<file path="src/rtl/pmu_mem_arbiter.sv">
// Round-robin arbiter sharing the PMU single-port data memory between the host bus (port 0)
// and the sequencer (port 1), with a bounded ownership lock for atomic read-modify-write.
module pmu_mem_arbiter #(
    parameter int AW       = 8,
    parameter int DW       = 32,
    parameter int LOCK_MAX = 16
) (
    input  logic          clk,
    input  logic          rst_n,
    input  logic          req0,
    input  logic          req1,
    input  logic          we0,
    input  logic          we1,
    input  logic [AW-1:0] addr0,
    input  logic [AW-1:0] addr1,
    input  logic [DW-1:0] wdata0,
    input  logic [DW-1:0] wdata1,
    input  logic          lock0,
    input  logic          lock1,
    output logic          gnt0,
    output logic          gnt1,
    output logic          rvalid0,
    output logic          rvalid1,
    output logic [DW-1:0] rdata0,
    output logic [DW-1:0] rdata1,
    output logic          lock_err,
    output logic          mem_we,
    output logic [AW-1:0] mem_addr,
    output logic [DW-1:0] mem_wdata,
    input  logic [DW-1:0] mem_rdata
);

    // Handshake: a request is held stable until gnt; gnt in a cycle means the access is
    // performed at the next rising edge, and read data follows with rvalid one cycle later.

    typedef enum logic [1:0] {
        FREE = 2'd0,
        OWN0 = 2'd1,
        OWN1 = 2'd2
    } own_e;

    localparam logic [7:0] LOCK_LIMIT = 8'(LOCK_MAX);

    own_e       state, state_d;
    logic       prio, prio_d;
    logic [7:0] cnt, cnt_d;
    logic       force_rel;

    always_comb begin
        gnt0      = 1'b0;
        gnt1      = 1'b0;
        state_d   = state;
        prio_d    = prio;
        cnt_d     = cnt;
        force_rel = 1'b0;
        if (rst_n) begin
            case (state)
                FREE: begin
                    if (req0 && (!req1 || !prio)) gnt0 = 1'b1;
                    else if (req1)                gnt1 = 1'b1;
                    if (gnt0) begin
                        prio_d = 1'b1;
                        if (lock0) begin
                            state_d = OWN0;
                            cnt_d   = 8'd1;
                        end
                    end
                    if (gnt1) begin
                        prio_d = 1'b0;
                        if (lock1) begin
                            state_d = OWN1;
                            cnt_d   = 8'd1;
                        end
                    end
                end
                OWN0: begin
                    gnt0  = req0;
                    cnt_d = cnt + 8'd1;
                    if (gnt0) prio_d = 1'b1;
                    // A voluntary release wins over a timeout in the same cycle.
                    if (!lock0) begin
                        state_d = FREE;
                        cnt_d   = 8'd0;
                    end else if (cnt >= LOCK_LIMIT) begin
                        state_d   = FREE;
                        cnt_d     = 8'd0;
                        prio_d    = 1'b1;
                        force_rel = 1'b1;
                    end
                end
                OWN1: begin
                    gnt1  = req1;
                    cnt_d = cnt + 8'd1;
                    if (gnt1) prio_d = 1'b0;
                    if (!lock1) begin
                        state_d = FREE;
                        cnt_d   = 8'd0;
                    end else if (cnt >= LOCK_LIMIT) begin
                        state_d   = FREE;
                        cnt_d     = 8'd0;
                        prio_d    = 1'b0;
                        force_rel = 1'b1;
                    end
                end
                default: begin
                    state_d = FREE;
                    cnt_d   = 8'd0;
                end
            endcase
        end
    end

    always_comb begin
        mem_we    = 1'b0;
        mem_addr  = '0;
        mem_wdata = '0;
        if (gnt0) begin
            mem_we    = we0;
            mem_addr  = addr0;
            mem_wdata = wdata0;
        end else if (gnt1) begin
            mem_we    = we1;
            mem_addr  = addr1;
            mem_wdata = wdata1;
        end
    end

    always_ff @(posedge clk or negedge rst_n) begin
        if (!rst_n) begin
            state    <= FREE;
            prio     <= 1'b0;
            cnt      <= 8'd0;
            rvalid0  <= 1'b0;
            rvalid1  <= 1'b0;
            rdata0   <= '0;
            rdata1   <= '0;
            lock_err <= 1'b0;
        end else begin
            state    <= state_d;
            prio     <= prio_d;
            cnt      <= cnt_d;
            lock_err <= force_rel;
            rvalid0  <= gnt0 && !we0;
            rvalid1  <= gnt1 && !we1;
            if (gnt0 && !we0) rdata0 <= mem_rdata;
            if (gnt1 && !we1) rdata1 <= mem_rdata;
        end
    end

endmodule

</file>
<file path="config.mk">
export PLATFORM = sky130hd
export DESIGN_NAME = pmu_mem_arbiter
export DESIGN_NICKNAME = d
export VERILOG_FILES = /design/src/rtl/pmu_mem_arbiter.sv
export SDC_FILE = /design/constraint.sdc
export NUM_CORES = 1
export LEC_CHECK = 0
export CAP_MARGIN = 20
export CORE_ASPECT_RATIO = 0.6
export CORE_MARGIN = 10
export CORE_UTILIZATION = 41
export DETAILED_ROUTE_END_ITERATION = 7
export PLACE_DENSITY_LB_ADDON = 0.25
export SYNTH_ARGS = -nofsm -noshare
export SYNTH_HDL_FRONTEND = slang
export SYNTH_SLANG_ARGS = --single-unit
export TNS_END_PERCENT = 50
</file>
<file path="constraint.sdc">
create_clock -name clk -period 3.53 [get_ports clk]
set_clock_uncertainty 0.15 [all_clocks]
set_input_delay 0.706 -clock clk [delete_from_list [all_inputs] [get_ports clk]]
set_output_delay 0.706 -clock clk [all_outputs]
set_load 0.02 [all_outputs]
</file>
* Word-level counts from Yosys, hierarchy flattened
Cells that the tools add are included. Widths: inputs -> output; s select.
Cells by class: add/subtract/negate cells 1, multipliers 0, divide/modulo/power cells 0, order comparisons 1, equal/unequal tests 3, shift operators 0, mux-type cells 47, bitwise logic cells 0, reduce and logical (&&, ||, !) cells 11
Operators with widths (number):
- $mux 8 | 9
- $mux 32 | 2
- $pmux 8 s3 | 1
- $mux 1 | 23
- $mux 2 | 7
- $add 8x1->8 const B | 1
- $ge 8x5->1 const B | 1
- $pmux 1 s2 | 3
- $pmux 2 s3 | 1
- $logic_not 1->1 | 4
- $logic_and 1x1->1 | 3
- $ne 3x3->1 const B | 1
- $pmux 1 s3 | 1
- $reduce_and 3->1 | 1
- $reduce_bool 3->1 | 1
- $eq 2x1->1 const B | 1
- $eq 2x2->1 const B | 1
- $logic_not 2->1 | 1
- $logic_or 1x1->1 | 1
Word-level totals: flip-flop bits (word level) 78, bits in latches 0, RAM bits 0, ROM bits 0, input bits 120, output and inout port bits 110, word-level logic and storage cells 71, memories kept 0

* Longest topological paths before layout
Gate-level depths: netlist (run 1).
depth after elaboration 10, depth in mapped cells 9, gate-level depth less buffers 6

* Worst setup path after synthesis (run 1)
No wires, ideal clock.
kind input -> output, start point in req1, end point out mem_we, arrival 2.097 ns, data required time 2.674 ns, slack 0.577 ns, stages 5, buffers on the path 2, cells stage by stage buf_2 > a21boi_2 > o211a_1 > buf_4 > o41ai_1
On the way: cells in the longest elaborated chain, start to end 10, elaborated cells on any way between the ends 16, those cells by class mux (13); reduce/logical (3)
Ends and longest elaborated chain:
- start, declared | RTL line 11 | input logic req1,
- $logic_not 1->1 | RTL line 59 | if (req0 && (!req1 || !prio)) gnt0 = 1'b1;
- $logic_or 1x1->1 | RTL line 59
- $logic_and 1x1->1 | RTL line 59
- $mux 1 | RTL line 59
- $mux 1 | RTL line 57 | case (state)
- $mux 1 | RTL line 56 | if (rst_n) begin
- $pmux 1 s2 | RTL line 57
- $mux 1 | RTL line 56
- $mux 1 | RTL line 121 | end else if (gnt1) begin
- $mux 1 (*) | RTL line 117 | if (gnt0) begin
- end, declared | RTL line 27 | output logic mem_we,
Every way passes the cells marked *; elsewhere a longest branch is shown, timed or not. The select of a mux whose other input is x is not followed.

* Worst setup path after layout (run 1)
start point reg state[0], end point out mem_wdata[15]
On the way: cells in the longest elaborated chain, start to end 5, elaborated cells on any way between the ends 9, those cells by class eq/ne (2); mux (6); reduce/logical (1)
Ends and longest elaborated chain:
- start, declared | RTL line 44 | own_e state, state_d;
- start signal, assigned | RTL line 139 | state <= state_d;
- $eq 2x2->1 / $logic_not 2->1 (equally long branches) | RTL line 57
- $pmux 1 s2 | RTL line 57
- $mux 1 | RTL line 56
- $mux 32 | RTL line 121
- $mux 32 (*) | RTL line 117
- end, declared | RTL line 29 | output logic [DW-1:0] mem_wdata,
Every way passes the cells marked *; elsewhere a longest branch is shown, timed or not.

==> impl_metrics.csv, run 1 <==
group,metric,value,unit
route,via_per_inst,5.17,
synth,postSynthCellCount,280,
die,initial_core_util,0.418,
power_and_ir_drop,p_leak,3.03,nW
clock_tree,cts_htree_levels,3,
route,drc,0,
worst_setup_path,crit_required,2.67,ns
synth,ys.flop_type,"dfrtp_1",
clock_tree,cts_buffers,9,
synth,synth-seq-area-share,0.512,
worst_setup_path,cp-start-kind,"flip-flop",
synth,synth.distinct_cells,46,
synth,synth_top_area_frac,0.512,
clock_tree,path_clk_slew,0.06,ns
cells_and_area,drive_above_1_share,0.192,
cells_and_area,antenna_cells,0,
route,vias,3293,
die,pin_count,230,
die,fp-row-count,27,
worst_setup_path,crit_type,"reg2out",
die,dieArea,13700,µm²
worst_setup_path,arrival,2.53,ns
synth,netlist_area,3810,µm²
synth,synth_area_per_cell,13.6,µm²
synth,synthesis.nets,407,
global_route,track_usage,0.202,
route,drt_iter0_markers,213,
status,status,"finished clean",
sta,max_clock_freq,0.295,GHz
route,firstDrtPassIters,4,
clock_tree,clockBufferDepth,2,
die,die_y,94.7,µm
die,fp.coreArea,9120,µm²
sta,worst_slew_pin_slew,0.542,ns
worst_setup_path,cp-end-kind,"output pin",
min_path,hp-class,"in2async",
route,post_drt_wl_per_cell,22.9,µm
sta,timing.final.crit_period,3.38,ns
global_route,grt_pass1_wl,21100,µm
synth,yosysTopAreaCell,"dfrtp_1",
global_route,antenna_found_initial,1,
synth,post-synth-top-count-cell,"dfrtp_1",
synth,synthTopCellsByArea,"dfrtp_1 (51%), mux2_4 (11%), mux2_2 (9.8%), a22o_1 (9.7%), ha_1 (2.3%)",
global_route,grt_pass1_vias,3367,
clock_tree,cts_root_buf,"clkbuf_16",
worst_setup_path,cp_max_fo,20,
sta,hold_viol,0,
cells_and_area,finish.instance_area,6510,µm²
place,dpl.hpwl,11400,µm
route,ant_nets,0,
clock_tree,cts_tree,"done",
synth,synth_edf_count,0,
sta,rsz0062_at_grt,"no",
sta,slew_viol_final,0,
route,wirelength,14600,µm
cells_and_area,finish.utilization,0.714,
place,gp_congestion,0.918,
global_route,grt_overflow,0,
power_and_ir_drop,power.density,818,nW/µm²
synth,synth-seq-cells,78,
place,place.port_buffers,229,
sta,post-route-period-util,0.959,
synth,async_flop_share,1.00,
place,place_area,6230,µm²
cells_and_area,fin_nets,643,
cells_and_area,syn2layout_area_growth,71.0,%
sta,hold_slack,0.278,ns
die,dieWidth,144,µm
global_route,grt_max_degree,90,
clock_tree,cts_sinks,78,
clock_tree,cts_setup_buffers,0,
sta,relSlewSlack,0.634,
sta,setup_violations,0,
sta,timing.final.ws_setup,0.145,ns
clock_tree,clk_latency,0.33,ns
power_and_ir_drop,ir_drop,0.000549,V
synth,synth_commonest_cells,"dfrtp_1 (78), a22o_1 (42), mux2_2 (33), mux2_4 (29), inv_1 (11)",
flow_run,drv_cap,0,
synth,ys_warn_count,0,
place,post-place-ws,-0.104,ns
## timing repair
action | CTS | global route
setup endpoints to repair | 39 | 0
hold buffers | 0 | 0
gates resized for setup | 41 | 0
## through the flow
stage                     total power [W]  setup TNS (ns)  instances
after detailed placement          0.00451           -2.47        620
after global routing              0.00559               0        637
final                             0.00532               0        637
after global placement            0.00445          -0.935        620
after floorplan                   0.00305               0        280
after CTS                         0.00537               0        636
## cell families (layout without fill, tap and decap cells)
group / Yosys count / count (layout) / share of synthesized area
and+or+nand+nor: 32 / 32 / 0.0509
muxes: 64 / 64 / 0.218
buffers and inverters: 29 / 270 / 0.0420
DFF: 78 / 78 / 0.512
AOI/OAI and AO/OA: 70 / 70 / 0.154
adders and majority gates: 7 / 7 / 0.0230
## area by class of cell
type	count	area, µm²
Fill cell	627	2610
Tap cell	116	145
Clock buffer	10	229
Clock inverter	6	61.3
Timing Repair Buffer	243	2380
Sequential cell	78	1950
Inverter	11	41.3
Multi-Input combinational cell	173	1700
## cell usage in the layout, fill, tap and decap left out, types with 2 or more instances in the layout
cell type,instances
dlygate4sd2_1,39
mux2_4,29
clkdlybuf4s50_1,187
o22ai_1,2
clkinv_2,3
mux2_1,2
mux2_2,33
a21oi_1,3
nor2_1,2
clkbuf_16,9
ha_1,7
a32o_1,3
inv_1,11
a22o_1,42
nand3_1,3
a311o_1,2
and3_1,2
buf_4,13
nor2b_1,4
a21o_1,2
nand2_1,8
buf_6,2
and2_1,4
o21ai_0,3
dfrtp_1,78
## metal layers
| metal | part of all wire | vias to the layer above | GRT usage |
|---|---|---|---|
| li1 | - | 1524 | - |
| met1 | 0.42 | 1635 | 0.262 |
| met2 | 0.50 | 122 | 0.334 |
| met3 | 0.069 | 10 | 0.0586 |
| met4 | 0.0049 | 2 | 0.0360 |
| met5 | 0.00082 | - | 0 |
## power breakdown
group	internal (W)	leakage [nW]	total [W]	switching (W)
registers	0.00130	0.955	0.00155	0.000255
clock network	0.000546	0.143	0.000900	0.000355
logic	0.00149	1.93	0.00287	0.00138
total	0.00333	3.03	0.00532	0.00199
## worst max-delay path, cell delays in order, from the launching register on
cell and delay, ns:
dfrtp_1 0.42, inv_1 0.15, ha_1 0.24, a21boi_2 0.16, o21a_1 0.18, nor3_2 0.26, buf_6 0.24, a22o_1 0.18
dlygate4sd2_1 0.36
## final timing paths
check | end | slack (ns) | from | cells past startpoint
worst max register to register | rdata0[12]$_DFFE_PN0P_ | 1.04 | state[0]$_DFFE_PN0P_ | 8
min in group clk | rdata1[12]$_DFFE_PN0P_ | 0.34 | rdata1[12]$_DFFE_PN0P_ | 1
worst min register to register | rdata1[12]$_DFFE_PN0P_ | 0.34 | rdata1[12]$_DFFE_PN0P_ | 1
worst max-delay path | mem_wdata[15] | 0.15 | state[0]$_DFFE_PN0P_ | 8
worst min-delay path | cnt[7]$_DFFE_PN0P_ | 0.28 | rst_n | 2
max in group asynchronous | rdata0[21]$_DFFE_PN0P_ | 2.36 | rst_n | 3
## sequential cells by signal, indices dropped and copies added, names as in the netlist
name	flops
rvalid0	1
prio	1
rdata1	32
rvalid1	1
state	2
cnt	8
lock_err	1
rdata0	32
No activity file was read; power rests on OpenSTA's default activity.
==> run 2, diff against run 1 <==
--- a/config.mk
+++ b/config.mk
@@ -5,12 +5,13 @@
 export SDC_FILE = /design/constraint.sdc
 export NUM_CORES = 1
 export LEC_CHECK = 0
+export ABC_AREA = 1
 export CAP_MARGIN = 20
 export CORE_ASPECT_RATIO = 0.6
-export CORE_MARGIN = 10
-export CORE_UTILIZATION = 41
+export CORE_UTILIZATION = 42
 export DETAILED_ROUTE_END_ITERATION = 7
 export PLACE_DENSITY_LB_ADDON = 0.25
+export SKIP_LAST_GASP = 1
 export SYNTH_ARGS = -nofsm -noshare
 export SYNTH_HDL_FRONTEND = slang
 export SYNTH_SLANG_ARGS = --single-unit
==> impl_metrics.csv, run 2 <==
group,metric,value,unit
route,firstDrtPassIters,4,
global_route,antenna_found_initial,0,
die,fp.coreArea,9260,µm²
clock_tree,cts_buffers,9,
worst_setup_path,cp-end-kind,"output pin",
sta,rsz0062_at_grt,"yes",
status,status,"finished with violations",
synth,yosysTopAreaCell,"dfrtp_1",
clock_tree,clk_latency,0.33,ns
synth,ys_warn_count,0,
global_route,grt_max_degree,66,
synth,synth-seq-cells,78,
sta,post-route-period-util,1.01,
sta,relSlewSlack,0.608,
die,die_y,77.9,µm
global_route,grt_use_met1,0.328,
clock_tree,path_clk_slew,0.06,ns
synth,netlist_area,4040,µm²
synth,ys.flop_type,"dfrtp_1",
status,violations,"negative setup slack",
place,post-place-ws,-0.180,ns
clock_tree,post_cts_hold_buffer_count,0,
route,drt_iter0_markers,228,
worst_setup_path,critPathSlowestCell,"clkdlybuf4s50_1",
cells_and_area,top_regs,"rdata0 (32), rdata1 (32), cnt (8)",
global_route,grt_pass1_wl,20000,µm
clock_tree,cts_tree,"done",
synth,synth_commonest_cells,"nand2_1 (196), dfrtp_1 (78), o21ai_0 (66), inv_1 (55), o21ai_2 (24)",
clock_tree,cts_root_buf,"clkbuf_16",
clock_tree,cts_htree_levels,3,
global_route,use_met2,0.414,
sta,timing.final.ws_setup,-0.0481,ns
place,dpl.hpwl,9760,µm
global_route,top_usage_layer,"met2",
synth,synth.distinct_cells,23,
global_route,grt_overflow,0,
min_path,hp-class,"in2async",
worst_setup_path,cp_max_fo,42,
cells_and_area,antenna_cells,0,
global_route,met3_usage,0.0862,
place,gp_congestion,0.852,
worst_setup_path,crit_type,"in2out",
power_and_ir_drop,ir_drop,0.000565,V
die,dieArea,10000,µm²
sta,hold_viol,0,
worst_setup_path,arrival,2.72,ns
synth,post-synth-top-count-cell,"nand2_1",
synth,synth_area_per_cell,7.92,µm²
clock_tree,cts_setup_buffers,0,
synth,synthTopCellsByArea,"dfrtp_1 (48%), nand2_1 (18%), o21ai_0 (8.2%), o21ai_2 (5.2%), inv_1 (5.1%)",
power_and_ir_drop,power.density,816,nW/µm²
worst_setup_path,crit_family,"buffers and inverters",
synth,postSynthCellCount,510,
route,post_drt_wl_per_cell,15.0,µm
worst_setup_path,cpMostUsedCell,"nand2_1",
route,drc,0,
route,ant_nets,0,
die,fp-row-count,27,
worst_setup_path,critPathMaxStageDelay,0.62,ns
worst_setup_path,crit_chain,"clkdlybuf4s50_1 -> inv_2 -> a21oi_2 -> nand2_1 -> nand2_2 -> nand2_1 -> inv_2 -> buf_12 -> nand2_1 -> o21ai_0 -> clkdlybuf4s50_1",
worst_setup_path,crit_required,2.67,ns
sta,worst_slew_pin_slew,0.587,ns
synth,async_flop_share,1.00,
worst_setup_path,r2r_slack,1.42,ns
sta,timing.final.crit_period,3.58,ns
synth,synth_edf_count,0,
power_and_ir_drop,p_leak,3.51,nW
route,via_per_inst,4.84,
synth,synth_top_area_frac,0.483,
global_route,grt_pass1_vias,4034,
flow_run,drv_cap,0,
cells_and_area,mostFrequentLayoutCell,"clkdlybuf4s50_1",
sta,setup_violations,10,
place,place.port_buffers,229,
sta,slew_viol_final,0,
cells_and_area,syn2layout_area_growth,70.1,%
cells_and_area,final_cell_mix,"clkdlybuf4s50_1 (197), nand2_1 (196), dfrtp_1 (78)",
sta,max_clock_freq,0.279,GHz
synth,synth-seq-area-share,0.483,
worst_setup_path,path_buf_inv,5,
synth,synthesis.nets,637,
clock_tree,cts_sinks,78,
clock_tree,clockBufferDepth,2,
cells_and_area,fin_nets,871,
die,initial_core_util,0.436,
die,dieWidth,129,µm
cells_and_area,drive_above_1_share,0.0908,
worst_setup_path,cp-start-kind,"primary input",
sta,hold_slack,0.321,ns
route,vias,4254,
die,pin_count,230,
route,wirelength,13200,µm
global_route,track_usage,0.259,
-- run 2: final timing paths --
check,end,from,cells past startpoint
setup / recovery,mem_wdata[3],req0,11
hold / removal,lock_err$_DFF_PN0_,rst_n,2
setup reg to reg,rdata1[16]$_DFFE_PN0P_,state[0]$_DFFE_PN0P_,9
hold reg to reg,rdata0[17]$_DFFE_PN0P_,rdata0[17]$_DFFE_PN0P_,2
max in group asynchronous,rdata0[19]$_DFFE_PN0P_,rst_n,3
min in group clk,rdata0[17]$_DFFE_PN0P_,rdata0[17]$_DFFE_PN0P_,2
-- run 2: metal layers --
| layer | up-vias | part of all wire |
|---|---|---|
| met5 | - | 0 |
| li1 | 2079 | - |
| met1 | 1968 | 0.44 |
| met2 | 180 | 0.45 |
| met3 | 27 | 0.087 |
| met4 | 0 | 0.023 |
-- run 2: worst register-to-register path: cells and delay by family, from the launching register on --
kind | cells | cell delay (ns)
AO/OA/AOI/OAI | 2 | 0.28
flip-flops | 1 | 0.43
adder cells (fa/ha/maj) | 1 | 0.27
AND/OR/NAND/NOR | 2 | 0.24
buffers and inverters | 4 | 0.59
-- run 2: what timing repair did --
action / 4_1_cts / 5_1_grt
setup endpoints to repair: 41 / 23
hold endpoints to repair: 0 / 0
gates resized for setup: 20 / 11
-- run 2: metrics by stage --
stage                      util  TNS (ns)  cell area (µm²)  total power, W  std cells
after floorplan               -         0             4040         0.00305        510
after global routing      0.742     -1.42             6870         0.00594        879
after CTS                 0.739     -1.15             6840         0.00564        879
after detailed placement  0.703     -2.34             6510         0.00455        863
final                     0.742    -0.358             6870         0.00560        879
after global placement    0.703    -0.335             6510         0.00446        863
-- run 2: final cells by class --
cell class | count | area [µm²]
Inverter | 57 | 214
Timing Repair Buffer | 250 | 2520
Fill cell | 704 | 2390
Multi-Input combinational cell | 348 | 1660
Sequential cell | 78 | 1950
Clock inverter | 6 | 116
Clock buffer | 10 | 239
Tap cell | 130 | 163
-- run 2: cells by family (layout without fill, tap and decap cells) --
logic type / Yosys count / count (layout) / share of synthesized area
and+or+nand+nor: 225 / 225 / 0.218
AOI/OAI and AO/OA: 116 / 116 / 0.170
buffers and inverters: 84 / 323 / 0.107
DFF: 78 / 78 / 0.483
adders and majority gates: 7 / 7 / 0.0217
-- run 2: power by group --
part	total, W	switching, W	internal, W
combinational	0.00299	0.00163	0.00136
clock	0.00109	0.000373	0.000716
sequential	0.00153	0.000245	0.00128
total	0.00560	0.00224	0.00336
==> run 3, diff against run 2 <==
--- a/config.mk
+++ b/config.mk
@@ -8,9 +8,12 @@
 export ABC_AREA = 1
 export CAP_MARGIN = 20
 export CORE_ASPECT_RATIO = 0.6
-export CORE_UTILIZATION = 42
+export CORE_UTILIZATION = 43
+export CTS_BUF_LIST = sky130_fd_sc_hd__clkbuf_4 sky130_fd_sc_hd__clkbuf_8
 export DETAILED_ROUTE_END_ITERATION = 7
+export GPL_ROUTABILITY_DRIVEN = 0
 export PLACE_DENSITY_LB_ADDON = 0.25
+export SKIP_CTS_REPAIR_TIMING = 1
 export SKIP_LAST_GASP = 1
 export SYNTH_ARGS = -nofsm -noshare
 export SYNTH_HDL_FRONTEND = slang
==> impl_metrics.csv, run 3 (synthesis gave the netlist of run 2 again) <==
group,metric,value,unit
worst_setup_path,cp-end-kind,"output pin",
route,ant_nets,0,
route,drc,0,
cells_and_area,mostFrequentLayoutCell,"clkdlybuf4s50_1",
sta,relSlewSlack,0.338,
die,fp.coreArea,8820,µm²
clock_tree,cts_sinks,78,
status,violations,"negative setup slack",
power_and_ir_drop,p_sw,0.00220,W
route,wirelength,13500,µm
clock_tree,path_clk_slew,0.07,ns
worst_setup_path,r2r_slack,0.94,ns
place,dpl.hpwl,10200,µm
die,die_y,77.1,µm
route,drt_iter0_markers,254,
clock_tree,cts_htree_levels,3,
place,place.port_buffers,229,
global_route,grt_overflow,0,
clock_tree,clk_latency,0.35,ns
cells_and_area,drive_above_1_share,0.0784,
worst_setup_path,cpMostUsedCell,"nand2_1",
clock_tree,clockBufferDepth,2,
power_and_ir_drop,p_int,0.00295,W
power_and_ir_drop,ir_drop,0.000607,V
power_and_ir_drop,swShare,0.428,
sta,slew_viol_final,0,
cells_and_area,syn2layout_area_growth,65.2,%
route,firstDrtPassIters,5,
worst_setup_path,crit_required,2.67,ns
flow_run,drv_cap,0,
sta,rsz0062_at_grt,"yes",
worst_setup_path,cp_max_fo,42,
cells_and_area,fin_nets,862,
global_route,grt_pass1_wl,21200,µm
clock_tree,cts_root_buf,"clkbuf_8",
status,status,"finished with violations",
die,pin_count,230,
clock_tree,cts_tree,"done",
die,initial_core_util,0.458,
route,vias,4260,
worst_setup_path,critPathSlowestCell,"clkdlybuf4s50_1",
global_route,grt_pass1_vias,4237,
power_and_ir_drop,p_leak,3.47,nW
sta,timing.final.ws_setup,-0.0749,ns
die,fp-row-count,26,
cells_and_area,finish.utilization,0.756,
worst_setup_path,critPathMaxStageDelay,0.64,ns
route,post_drt_wl_per_cell,15.6,µm
power_and_ir_drop,power.density,773,nW/µm²
cells_and_area,instances_no_fill,866,
worst_setup_path,crit_chain,"clkdlybuf4s50_1 -> inv_2 -> a21oi_2 -> nand2_1 -> nand2_2 -> nand2_1 -> inv_2 -> buf_12 -> nand2_1 -> o21ai_0 -> clkdlybuf4s50_1",
power_and_ir_drop,seqPwrFrac,0.296,
min_path,hp-class,"reg2reg",
sta,fin_setup_tns,-0.601,ns
clock_tree,cts_buffers,9,
place,place_inst,849,
global_route,track_usage,0.278,
die,dieWidth,127,µm
global_route,grt_max_degree,84,
worst_setup_path,cp-start-kind,"primary input",
die,dieArea,9790,µm²
route,via_per_inst,4.92,
worst_setup_path,arrival,2.75,ns
place,post-place-ws,-0.188,ns
sta,max_clock_freq,0.277,GHz
cells_and_area,antenna_cells,0,
sta,worst_slew_pin_slew,0.993,ns
cells_and_area,top_regs,"rdata0 (32), rdata1 (32), cnt (8)",
power_and_ir_drop,p_clk_frac,0.132,
cells_and_area,final_cell_mix,"clkdlybuf4s50_1 (207), nand2_1 (196), dfrtp_1 (78)",
worst_setup_path,crit_type,"in2out",
global_route,antenna_found_initial,1,
sta,post-route-period-util,1.02,
sta,hold_viol,0,
sta,timing.final.crit_period,3.60,ns
sta,setup_violations,17,
power_and_ir_drop,pwr-share-comb,0.573,
-- run 3: cell types whose count changed in the layout (fill, tap and decap cells not counted), sizes merged --
cell and delta:
dlygate4sd3 +1, bufinv -2, dlygate4sd2 -20, clkdlybuf4s50 +10, buf -10, clkinvlp +1
dlymetal6s2s +10, clkinv +1
-- run 3: cell type report --
type	count	area, µm²
clock buffers	10	131
repair buffers	241	2480
fillers	627	2150
multi-input cells	348	1660
inverters	57	214
well taps	126	158
flip-flops and latches	78	1950
clock inverters	6	68.8
-- run 3: worst paths after layout --
path / depth (start not counted) / endpoint / start
max in group asynchronous: 2 / rdata1[2]$_DFFE_PN0P_ / rst_n
max: 11 / mem_wdata[4] / req0
min reg2reg: 2 / cnt[4]$_DFFE_PN0P_ / cnt[4]$_DFFE_PN0P_
max reg2reg: 9 / rdata1[31]$_DFFE_PN0P_ / state[0]$_DFFE_PN0P_
min in group asynchronous: 2 / lock_err$_DFF_PN0_ / rst_n
min: 2 / cnt[4]$_DFFE_PN0P_ / cnt[4]$_DFFE_PN0P_
-- run 3: power groups by stage --
stage               registers [W]  logic [W]  clock network (W)
finish                    0.00152    0.00295           0.000678
global placement          0.00150    0.00288                  0
floorplan                 0.00195    0.00111                  0
detailed placement        0.00153    0.00296                  0
CTS                       0.00152    0.00298           0.000696
global route              0.00158    0.00318           0.000743
-- run 3: worst max-delay path: cells and delay by family --
kind / cells / cell delay, ns
buffers and inverters: 5 / 1.43
AOI/OAI and AO/OA: 2 / 0.23
and+or+nand+nor: 4 / 0.34
-- run 3: metal layers --
metal	routed length [µm]	vias to the layer above	GRT usage
met2	6250	208	0.444
li1	-	2053	-
met5	0	-	0
met1	5620	1967	0.333
met3	1260	32	0.115
met4	363	0	0.114
-- run 3: per-stage QoR --
| step | total power [W] | hold WS, ns | area [µm²] |
|---|---|---|---|
| floorplan | 0.00305 | 0.260 | 4040 |
| global placement | 0.00439 | 0.308 | 6410 |
| detailed placement | 0.00449 | 0.315 | 6410 |
| CTS | 0.00520 | -0.00406 | 6610 |
| global route | 0.00550 | 0.347 | 6670 |
| finish | 0.00515 | 0.332 | 6670 |
